[config.mk]
export PLATFORM = sky130hd
export DESIGN_NAME = ex_mem_pipe
export DESIGN_NICKNAME = d
export VERILOG_FILES = /design/src/rtl/ex_mem_pipe.sv
export SDC_FILE = /design/constraint.sdc
export NUM_CORES = 1
export LEC_CHECK = 0
export BUFFER_PORTS_ARGS = -buffer_cell sky130_fd_sc_hd__buf_4
export CAP_MARGIN = 20
export CORE_MARGIN = 2
export CORE_UTILIZATION = 35
export DETAILED_ROUTE_END_ITERATION = 16
export PLACE_DENSITY = 0.52
export SLEW_MARGIN = 5
export SYNTH_ARGS = -nofsm -noshare
export SYNTH_HDL_FRONTEND = slang
export SYNTH_SLANG_ARGS = --single-unit
export TNS_END_PERCENT = 30
[constraint.sdc]
create_clock -name clk -period 1.85 [get_ports clk]
set_input_delay 0.185 -clock clk [delete_from_list [all_inputs] [get_ports clk]]
set_output_delay 0.185 -clock clk [all_outputs]
set_load 0.01 [all_outputs]
[src/rtl/ex_mem_pipe.sv]
// Execute-to-memory pipeline register built as a two-entry skid buffer.
// Misaligned loads and stores are flagged on entry. They are presented downstream as NOP,
// so the memory stage never performs a spurious access.
module ex_mem_pipe #(
   parameter logic [31:0] NOP_INSTR = 32'h00000013,
   parameter int unsigned CNT_W     = 32
) (
   input  logic             clk,
   input  logic             rst,
   input  logic             flush,
   input  logic             in_valid,
   output logic             in_ready,
   input  logic [31:0]      in_instr,
   input  logic [31:0]      in_pc,
   input  logic [31:0]      in_alu,
   input  logic [31:0]      in_rs2,
   output logic             out_valid,
   input  logic             out_ready,
   output logic [31:0]      out_instr,
   output logic [31:0]      out_pc,
   output logic [31:0]      out_alu,
   output logic [31:0]      out_rs2,
   output logic             out_misalign,
   output logic [CNT_W-1:0] cnt_fire,
   output logic [CNT_W-1:0] cnt_misalign
);

   typedef enum logic [1:0] {
      StEmpty = 2'd0,
      StOne   = 2'd1,
      StFull  = 2'd2
   } state_t;

   localparam logic [CNT_W-1:0] CntOne = {{(CNT_W-1){1'b0}}, 1'b1};

   state_t r_state;
   state_t w_state_d;

   logic [31:0] r_head_instr, r_head_pc, r_head_alu, r_head_rs2;
   logic        r_head_mis;
   logic [31:0] r_skid_instr, r_skid_pc, r_skid_alu, r_skid_rs2;
   logic        r_skid_mis;
   logic [CNT_W-1:0] r_cnt_fire, r_cnt_mis;

   logic w_in_fire, w_out_fire, w_out_valid, w_in_mis;
   logic w_load_head, w_load_skid, w_skid_to_head;

   // in_ready depends only on the state register, so out_ready has no combinational path to it.
   assign in_ready    = (r_state != StFull);
   assign w_out_valid = (r_state != StEmpty);
   assign w_in_fire   = in_valid & in_ready & ~flush;
   assign w_out_fire  = w_out_valid & out_ready;

   // Classify the incoming bundle: halfword and word loads/stores need natural alignment.
   always_comb begin
      w_in_mis = 1'b0;
      case ({in_instr[14:12], in_instr[6:0]})
         10'b001_0000011, 10'b101_0000011, 10'b001_0100011: w_in_mis = in_alu[0];
         10'b010_0000011, 10'b010_0100011:                  w_in_mis = |in_alu[1:0];
         default:                                           w_in_mis = 1'b0;
      endcase
   end

   // Next-state and entry-move decode; flush overrides everything to EMPTY.
   always_comb begin
      w_state_d      = r_state;
      w_load_head    = 1'b0;
      w_load_skid    = 1'b0;
      w_skid_to_head = 1'b0;
      case (r_state)
         StEmpty: begin
            if (w_in_fire) begin
               w_state_d   = StOne;
               w_load_head = 1'b1;
            end
         end
         StOne: begin
            if (w_in_fire && w_out_fire) begin
               w_load_head = 1'b1;
            end else if (w_in_fire) begin
               w_state_d   = StFull;
               w_load_skid = 1'b1;
            end else if (w_out_fire) begin
               w_state_d = StEmpty;
            end
         end
         StFull: begin
            if (w_out_fire) begin
               w_state_d      = StOne;
               w_skid_to_head = 1'b1;
            end
         end
         default: w_state_d = StEmpty;
      endcase
      if (flush) begin
         w_state_d = StEmpty;
      end
   end

   // State register.
   always_ff @(posedge clk or negedge rst) begin
      if (!rst) begin
         r_state <= StEmpty;
      end else begin
         r_state <= w_state_d;
      end
   end

   // HEAD entry: loaded from the input, or promoted from SKID when FULL drains.
   always_ff @(posedge clk or negedge rst) begin
      if (!rst) begin
         r_head_instr <= '0;
         r_head_pc    <= '0;
         r_head_alu   <= '0;
         r_head_rs2   <= '0;
         r_head_mis   <= 1'b0;
      end else if (w_load_head) begin
         r_head_instr <= in_instr;
         r_head_pc    <= in_pc;
         r_head_alu   <= in_alu;
         r_head_rs2   <= in_rs2;
         r_head_mis   <= w_in_mis;
      end else if (w_skid_to_head) begin
         r_head_instr <= r_skid_instr;
         r_head_pc    <= r_skid_pc;
         r_head_alu   <= r_skid_alu;
         r_head_rs2   <= r_skid_rs2;
         r_head_mis   <= r_skid_mis;
      end
   end

   // SKID entry: absorbs the bundle accepted while HEAD is stalled.
   always_ff @(posedge clk or negedge rst) begin
      if (!rst) begin
         r_skid_instr <= '0;
         r_skid_pc    <= '0;
         r_skid_alu   <= '0;
         r_skid_rs2   <= '0;
         r_skid_mis   <= 1'b0;
      end else if (w_load_skid) begin
         r_skid_instr <= in_instr;
         r_skid_pc    <= in_pc;
         r_skid_alu   <= in_alu;
         r_skid_rs2   <= in_rs2;
         r_skid_mis   <= w_in_mis;
      end
   end

   // Performance counters: count completed transfers, including the one in a flush cycle.
   always_ff @(posedge clk or negedge rst) begin
      if (!rst) begin
         r_cnt_fire <= '0;
         r_cnt_mis  <= '0;
      end else if (w_out_fire) begin
         r_cnt_fire <= r_cnt_fire + CntOne;
         if (r_head_mis) begin
            r_cnt_mis <= r_cnt_mis + CntOne;
         end
      end
   end

   // Output steering: bubbles show NOP and zeros; a misaligned head keeps its fields for trap
   // reporting but shows NOP as the instruction.
   always_comb begin
      out_valid    = w_out_valid;
      out_instr    = NOP_INSTR;
      out_pc       = '0;
      out_alu      = '0;
      out_rs2      = '0;
      out_misalign = 1'b0;
      if (w_out_valid) begin
         out_instr    = r_head_mis ? NOP_INSTR : r_head_instr;
         out_pc       = r_head_pc;
         out_alu      = r_head_alu;
         out_rs2      = r_head_rs2;
         out_misalign = r_head_mis;
      end
   end

   assign cnt_fire     = r_cnt_fire;
   assign cnt_misalign = r_cnt_mis;

endmodule

# Word-level counts from Yosys, hierarchy flattened

Cells that the tools add are included.

Register bits after elaboration: 324
Word-level logic and storage cells: 71

$add $sub $neg: 2
Equality and inequality tests: 12
Multiplexer cells: 31
Bitwise logic cells: 4
Reduce and logical (&&, ||, !) cells: 9

Operator list:

| operator              | number |
|---|---|
| $mux 32               | 13 |
| $add 32x1->32 const B | 2 |
| $eq 10x8->1 const B   | 2 |
| $eq 10x9->1 const B   | 2 |
| $mux 2                | 6 |
| $eq 10x10->1 const B  | 1 |
| $mux 1                | 9 |
| $ne 3x3->1 const B    | 3 |
| $pmux 2 s3            | 1 |
| $ne 4x4->1 const B    | 1 |
| $pmux 1 s2            | 2 |
| $reduce_and 4->1      | 1 |
| $reduce_bool 2->1     | 2 |
| $reduce_or 2->1       | 2 |
| $and 1x1->1           | 3 |
| $reduce_or 3->1       | 1 |
| $eq 2x1->1 const B    | 1 |
| $eq 2x2->1 const B    | 1 |
| $logic_not 2->1       | 1 |
| $ne 2x2->1 const B    | 1 |
| $reduce_and 2->1      | 1 |
| $logic_and 1x1->1     | 1 |
| $not 1->1             | 1 |

# Depth between registers and ports, before layout

Word-level depth: 7
Mapped depth: 8

# Worst setup path after synthesis

Ideal clock, no wire load.

Path kind: flip-flop to flip-flop
Start point: register r_cnt_mis[0], in the netlist cnt_misalign[0]
End point: register r_cnt_mis[12], in the netlist cnt_misalign[12]
Setup time: 0.126 ns
Arrival time: 1.550 ns
Required time: 1.724 ns
Setup slack: 0.174 ns
Stages on the path, launching flop included: 7
Path buffers: 1
Clock period less this slack: 1.676 ns
Path through: dfrtp_1 > ha_1 > and2_1 > clkbuf_1 > nor3b_2 > nand4_1 > xnor2_1

Word-level cells in the longest chain between the ends: 1

RTL lines:

| item                     | RTL line | text |
|---|---|---|
| start: declaration       | 43       | `logic [CNT_W-1:0] r_cnt_fire, r_cnt_mis;` |
| start signal: assignment | 157      | `r_cnt_mis <= r_cnt_mis + CntOne;` |
| $add 32x1->32            | 157      |  |

No other way between the ends.
A chain may end at the register's enable or synchronous reset.

# Worst setup path in the final report

Start point: register r_state[1]
End point: output out_instr[14]

Word-level cells in the longest chain between the ends: 2

RTL lines:

| item                     | RTL line | text |
|---|---|---|
| start: declaration       | 36       | `state_t r_state;` |
| start signal: assignment | 103      | `r_state <= StEmpty;` |
| start signal: assignment | 105      | `r_state <= w_state_d;` |
| $reduce_bool 2->1        | 50       | `assign w_out_valid = (r_state != StEmpty);` |
| $mux 32                  | 171      | `if (w_out_valid) begin` |
| end: declaration         | 19       | `output logic [31:0] out_instr,` |

No other way between the ends.

==> results.md <==
* Class of the most critical hold timing path: in -> reg
* GPL Wtd Cong at 0.740
* Average footprint of a synthesized cell at 11.2 sq um
* Area of placed instances at 17500 sq um
* TritonCTS clock tree: built
* Internal Pwr Total at 14600 uW
* HPWL after DPL at ~26000 microns
* CTS clk-pin slew, worst paths at ~0.060 ns
* Tcrit/Tclk final at 1.08
* Post-synthesis simple-gate area fraction at 0.180
* Mapped cell area at 14200 sq um
* Worst path setup slack after routing at -0.146 ns
* Worst Setup End Kind: output port
* Period minus WS final at between 1.5 and 2 ns
* Setup repair after global routing missed its margin: yes
* Site row count at 73
* Reg-to-reg critical path startpoint: r_state[1]$_DFFE_PN0P_
* Number of endpoints failing setup at the final stage at ~130
* Switching power at between 5000 and 6000 uW
* Rel. slew slack at 0.666
* Clock buffers created by TritonCTS at 39
* First-iteration detailed-routing DRC count at 563
* Register-to-register path setup slack at 0.07 ns
* Max capacitance violation total at 0
* Worst-case hold slack at 0.0664 ns
* Seq/Total Area, Yosys at 0.570
* Vias at 11.1k
* Parity-gate share of the synthesized area counting xor and xnor cells at 0.0381
* Number of search-and-repair iterations in the first detailed-routing pass at 7
* Worst Reg2Reg Path Length in Cells at 7
* Die width at 206 microns
* Die Height at 206 microns
* Combinational power share at 0.165
* Commonest non-fill, non-tap cell in the layout: sky130_fd_sc_hd__buf_4
* Clock group share of total power at 0.373
* Required time worst endpoint at ~1.7 ns
* Number of global-route vias before repair at 11.5k
* Max FO, Critical Path at 29
* Adder-Cell Fraction of Synth Area at 0.00176
* End point of the worst hold path: r_state[1]$_DFFE_PN0P_
* Total grt overflow at 0
* Port Buffer Count at 327
* Status: finished, violations left
* Worst flop-to-flop path endpoint: r_head_alu[13]$_DFFE_PN0P_
* Initial core utilization at 0.357
* Post-Syn Nets at 1403
* Antenna viol nets, final at 0
* Count of flip-flops with a built-in enable after synthesis at 0
* Sequential share of power at 0.462
* Pin count of the biggest net entering global routing at 69
* Failing checks: negative setup slack
* Max IR drop VDD at 0.000594 V
* Worst slack at placement at 0.0543 ns
* Wirelength, routed at 40500 microns
* Worst Max-Slew Pin Slew at 0.497 ns
* Total global routing track utilization at 0.193
* Max Buffers Root-to-Sink at 3
* Commonest non-fill, non-tap cells in the layout: sky130_fd_sc_hd__buf_4 (351), sky130_fd_sc_hd__dfrtp_1 (321), sky130_fd_sc_hd__nand2_1 (278)
* Post-DR wirelength/cell at 17.7 microns
* Drc violations at 0
* Maximum clock rate at around 500 MHz
* Layout Area Growth over Synthesis at 41.8%
* Total Die Area at 42300 sq um
* Core Box Area at 39900 sq um
* Crit Path Class: reg -> out
* Switching share of total power at 0.260
* Share of async-settable or async-resettable flops after synthesis at 1.00
* Clock network latency to the later pin of the worst-skew pair at 0.54 ns
* Initial antenna violation count at 2
* Number of hold violations in the final report at 0
* Post-route design area at a little over 20000 sq um
* Slew Viols, Final at 0
* Number of instances in the synthesized netlist at 1268
* Count of state elements after synthesis at 324
* Multiplexer share of the synthesized area at 0.103
* Leakage power of the design at 0.00978 uW
* Proportion of layout cells with a drive suffix above 1 at 0.276
* Final clock skew at 0.00738 ns
* Worst hold path cell count at 4
* Dominant combinational cell family by area after synthesis: simple AND/OR/NAND/NOR gates
* Power density cells at 980 nW/um^2
* Wire length of the first global-routing pass at 64300 microns
* Number of nets in the layout at 1875
* Root buf cell: sky130_fd_sc_hd__clkbuf_16
* Number of H-tree levels at 2
* Prevailing post-synth register cell: sky130_fd_sc_hd__dfrtp_1
* Vias per Instance at a little under 5
* TritonCTS Sinks at 324
* Complex-gate fraction of the synthesized area at 0.0744
* Post-route setup TNS at -13.88 ns
* Worst min-delay path startpoint: in_valid
* Critical path data arrival time at 1.81 ns
* Number of ports placed on the die boundary at 328
* Launching element type of the critical path: flop
* Number of unique standard cell types used by synthesis at 42
* Synth warnings at 0
-- state kept, by name, summed over array words and instances, names as in the netlist --
signal / flops
cnt_fire: 32
cnt_misalign: 32
r_head_alu: 32
r_head_instr: 32
r_head_mis: 1
r_head_pc: 32
r_head_rs2: 32
r_skid_alu: 32
r_skid_instr: 32
r_skid_mis: 1
r_skid_pc: 32
r_skid_rs2: 32
r_state: 2
-- repair_timing --
action | in CTS | in global routing
pin swaps | 4 | 3
setup endpoints to repair | 130 | 204
setup buffers | 5 | 0
gates cloned | 1 | 0
hold endpoints to repair | 569 | 0
hold buffers | 131 | 0
resized for setup | 20 | 8
-- cells by family after synthesis --
kind of cell	Yosys count
XOR/XNOR	62
AO/OA/AOI/OAI	140
multiplexers	130
flip-flops	324
adder cells (fa/ha/maj)	2
AND/OR/NAND/NOR	525
buffers and inverters	85
-- synthesized netlist by cell type (2+ instances only) --
cell,count,share of area
sky130_fd_sc_hd__nand3_1,24,0.0084
sky130_fd_sc_hd__a211oi_1,2,0.0011
sky130_fd_sc_hd__nand2_1,279,0.074
sky130_fd_sc_hd__dfrtp_1,324,0.57
sky130_fd_sc_hd__buf_4,4,0.0021
sky130_fd_sc_hd__and3_1,11,0.0048
sky130_fd_sc_hd__buf_2,48,0.017
sky130_fd_sc_hd__buf_6,11,0.0087
sky130_fd_sc_hd__nor2_1,13,0.0034
sky130_fd_sc_hd__and2_1,132,0.058
sky130_fd_sc_hd__nor3b_2,2,0.0018
sky130_fd_sc_hd__nor4_1,3,0.0013
sky130_fd_sc_hd__or3_1,3,0.0013
sky130_fd_sc_hd__a22oi_1,128,0.068
sky130_fd_sc_hd__inv_1,4,0.0011
sky130_fd_sc_hd__mux2_2,31,0.025
sky130_fd_sc_hd__nor3_1,8,0.0028
sky130_fd_sc_hd__nand4_1,38,0.017
sky130_fd_sc_hd__ha_1,2,0.0018
sky130_fd_sc_hd__a21oi_1,3,0.0011
sky130_fd_sc_hd__clkbuf_1,17,0.0045
sky130_fd_sc_hd__mux2_1,98,0.078
sky130_fd_sc_hd__nor2b_1,2,0.00088
sky130_fd_sc_hd__nand2b_1,2,0.00088
sky130_fd_sc_hd__and4_1,2,0.0012
sky130_fd_sc_hd__xor2_1,6,0.0037
sky130_fd_sc_hd__xnor2_1,56,0.034
-- metal layers --
layer  wire length [microns]  vias up  GRT usage
li1                        -     5291          -
met2                   18500      283      0.300
met3                    2680       53     0.0481
met1                   18500     5496      0.265
met4                     841        2     0.0573
met5                      13        -          0
-- worst max-delay path by stage --
stage                                      startpoint                            to  slack, ns  depth (start not counted)
after floorplan           cnt_misalign[0]$_DFFE_PN0P_  cnt_misalign[12]$_DFFE_PN0P_       0.17                          6
after detailed placement       r_state[1]$_DFFE_PN0P_   cnt_misalign[3]$_DFFE_PN0P_       0.05                          6
after global routing           r_state[1]$_DFFE_PN0P_                 out_instr[22]      -0.23                          6
after global placement         r_state[1]$_DFFE_PN0P_   cnt_misalign[4]$_DFFE_PN0P_       0.06                          6
after CTS                      r_state[0]$_DFFE_PN0P_                   out_alu[15]      -0.20                          5
final                          r_state[1]$_DFFE_PN0P_                 out_instr[14]      -0.15                          6
-- through the flow --
stage          cells  power, uW  utilization
3_3_place_gp    2088      12200        0.439
3_5_place_dp    2088      12300        0.439
2_1_floorplan   1268      10700            -
5_1_grt         2294      20900        0.506
6_report        2294      19800        0.506
4_1_cts         2293      20100        0.505
-- worst max-delay path, cell delays in order (launching register included) --
cell                      delay [ns]
sky130_fd_sc_hd__dfrtp_2        0.42
sky130_fd_sc_hd__nor2_4         0.19
sky130_fd_sc_hd__buf_6          0.14
sky130_fd_sc_hd__nor2_4         0.04
sky130_fd_sc_hd__buf_12         0.15
sky130_fd_sc_hd__and2_1         0.17
sky130_fd_sc_hd__buf_4          0.14
-- cell type report --
class / instances / area (sq um)
Antenna cell: 1 / 2.50
Clock buffer: 67 / 1210
Clock inverter: 2 / 10.0
Fill cell: 3621 / 19700
Inverter: 5 / 21.3
Multi-Input combinational cell: 859 / 5710
Sequential cell: 324 / 8110
Tap cell: 525 / 657
Timing Repair Buffer: 511 / 4460
-- power groups by stage --
| stage | logic [uW] | registers (uW) | clock network (uW) |
|---|---|---|---|
| after CTS | 3310 | 9140 | 7610 |
| after detailed placement | 3000 | 9260 | 0 |
| after floorplan | 1640 | 9080 | 0 |
| after global routing | 3640 | 9330 | 7900 |
| after global placement | 2950 | 9210 | 0 |
| final | 3270 | 9150 | 7380 |
Note: power is estimated with default switching activity, not from simulation.
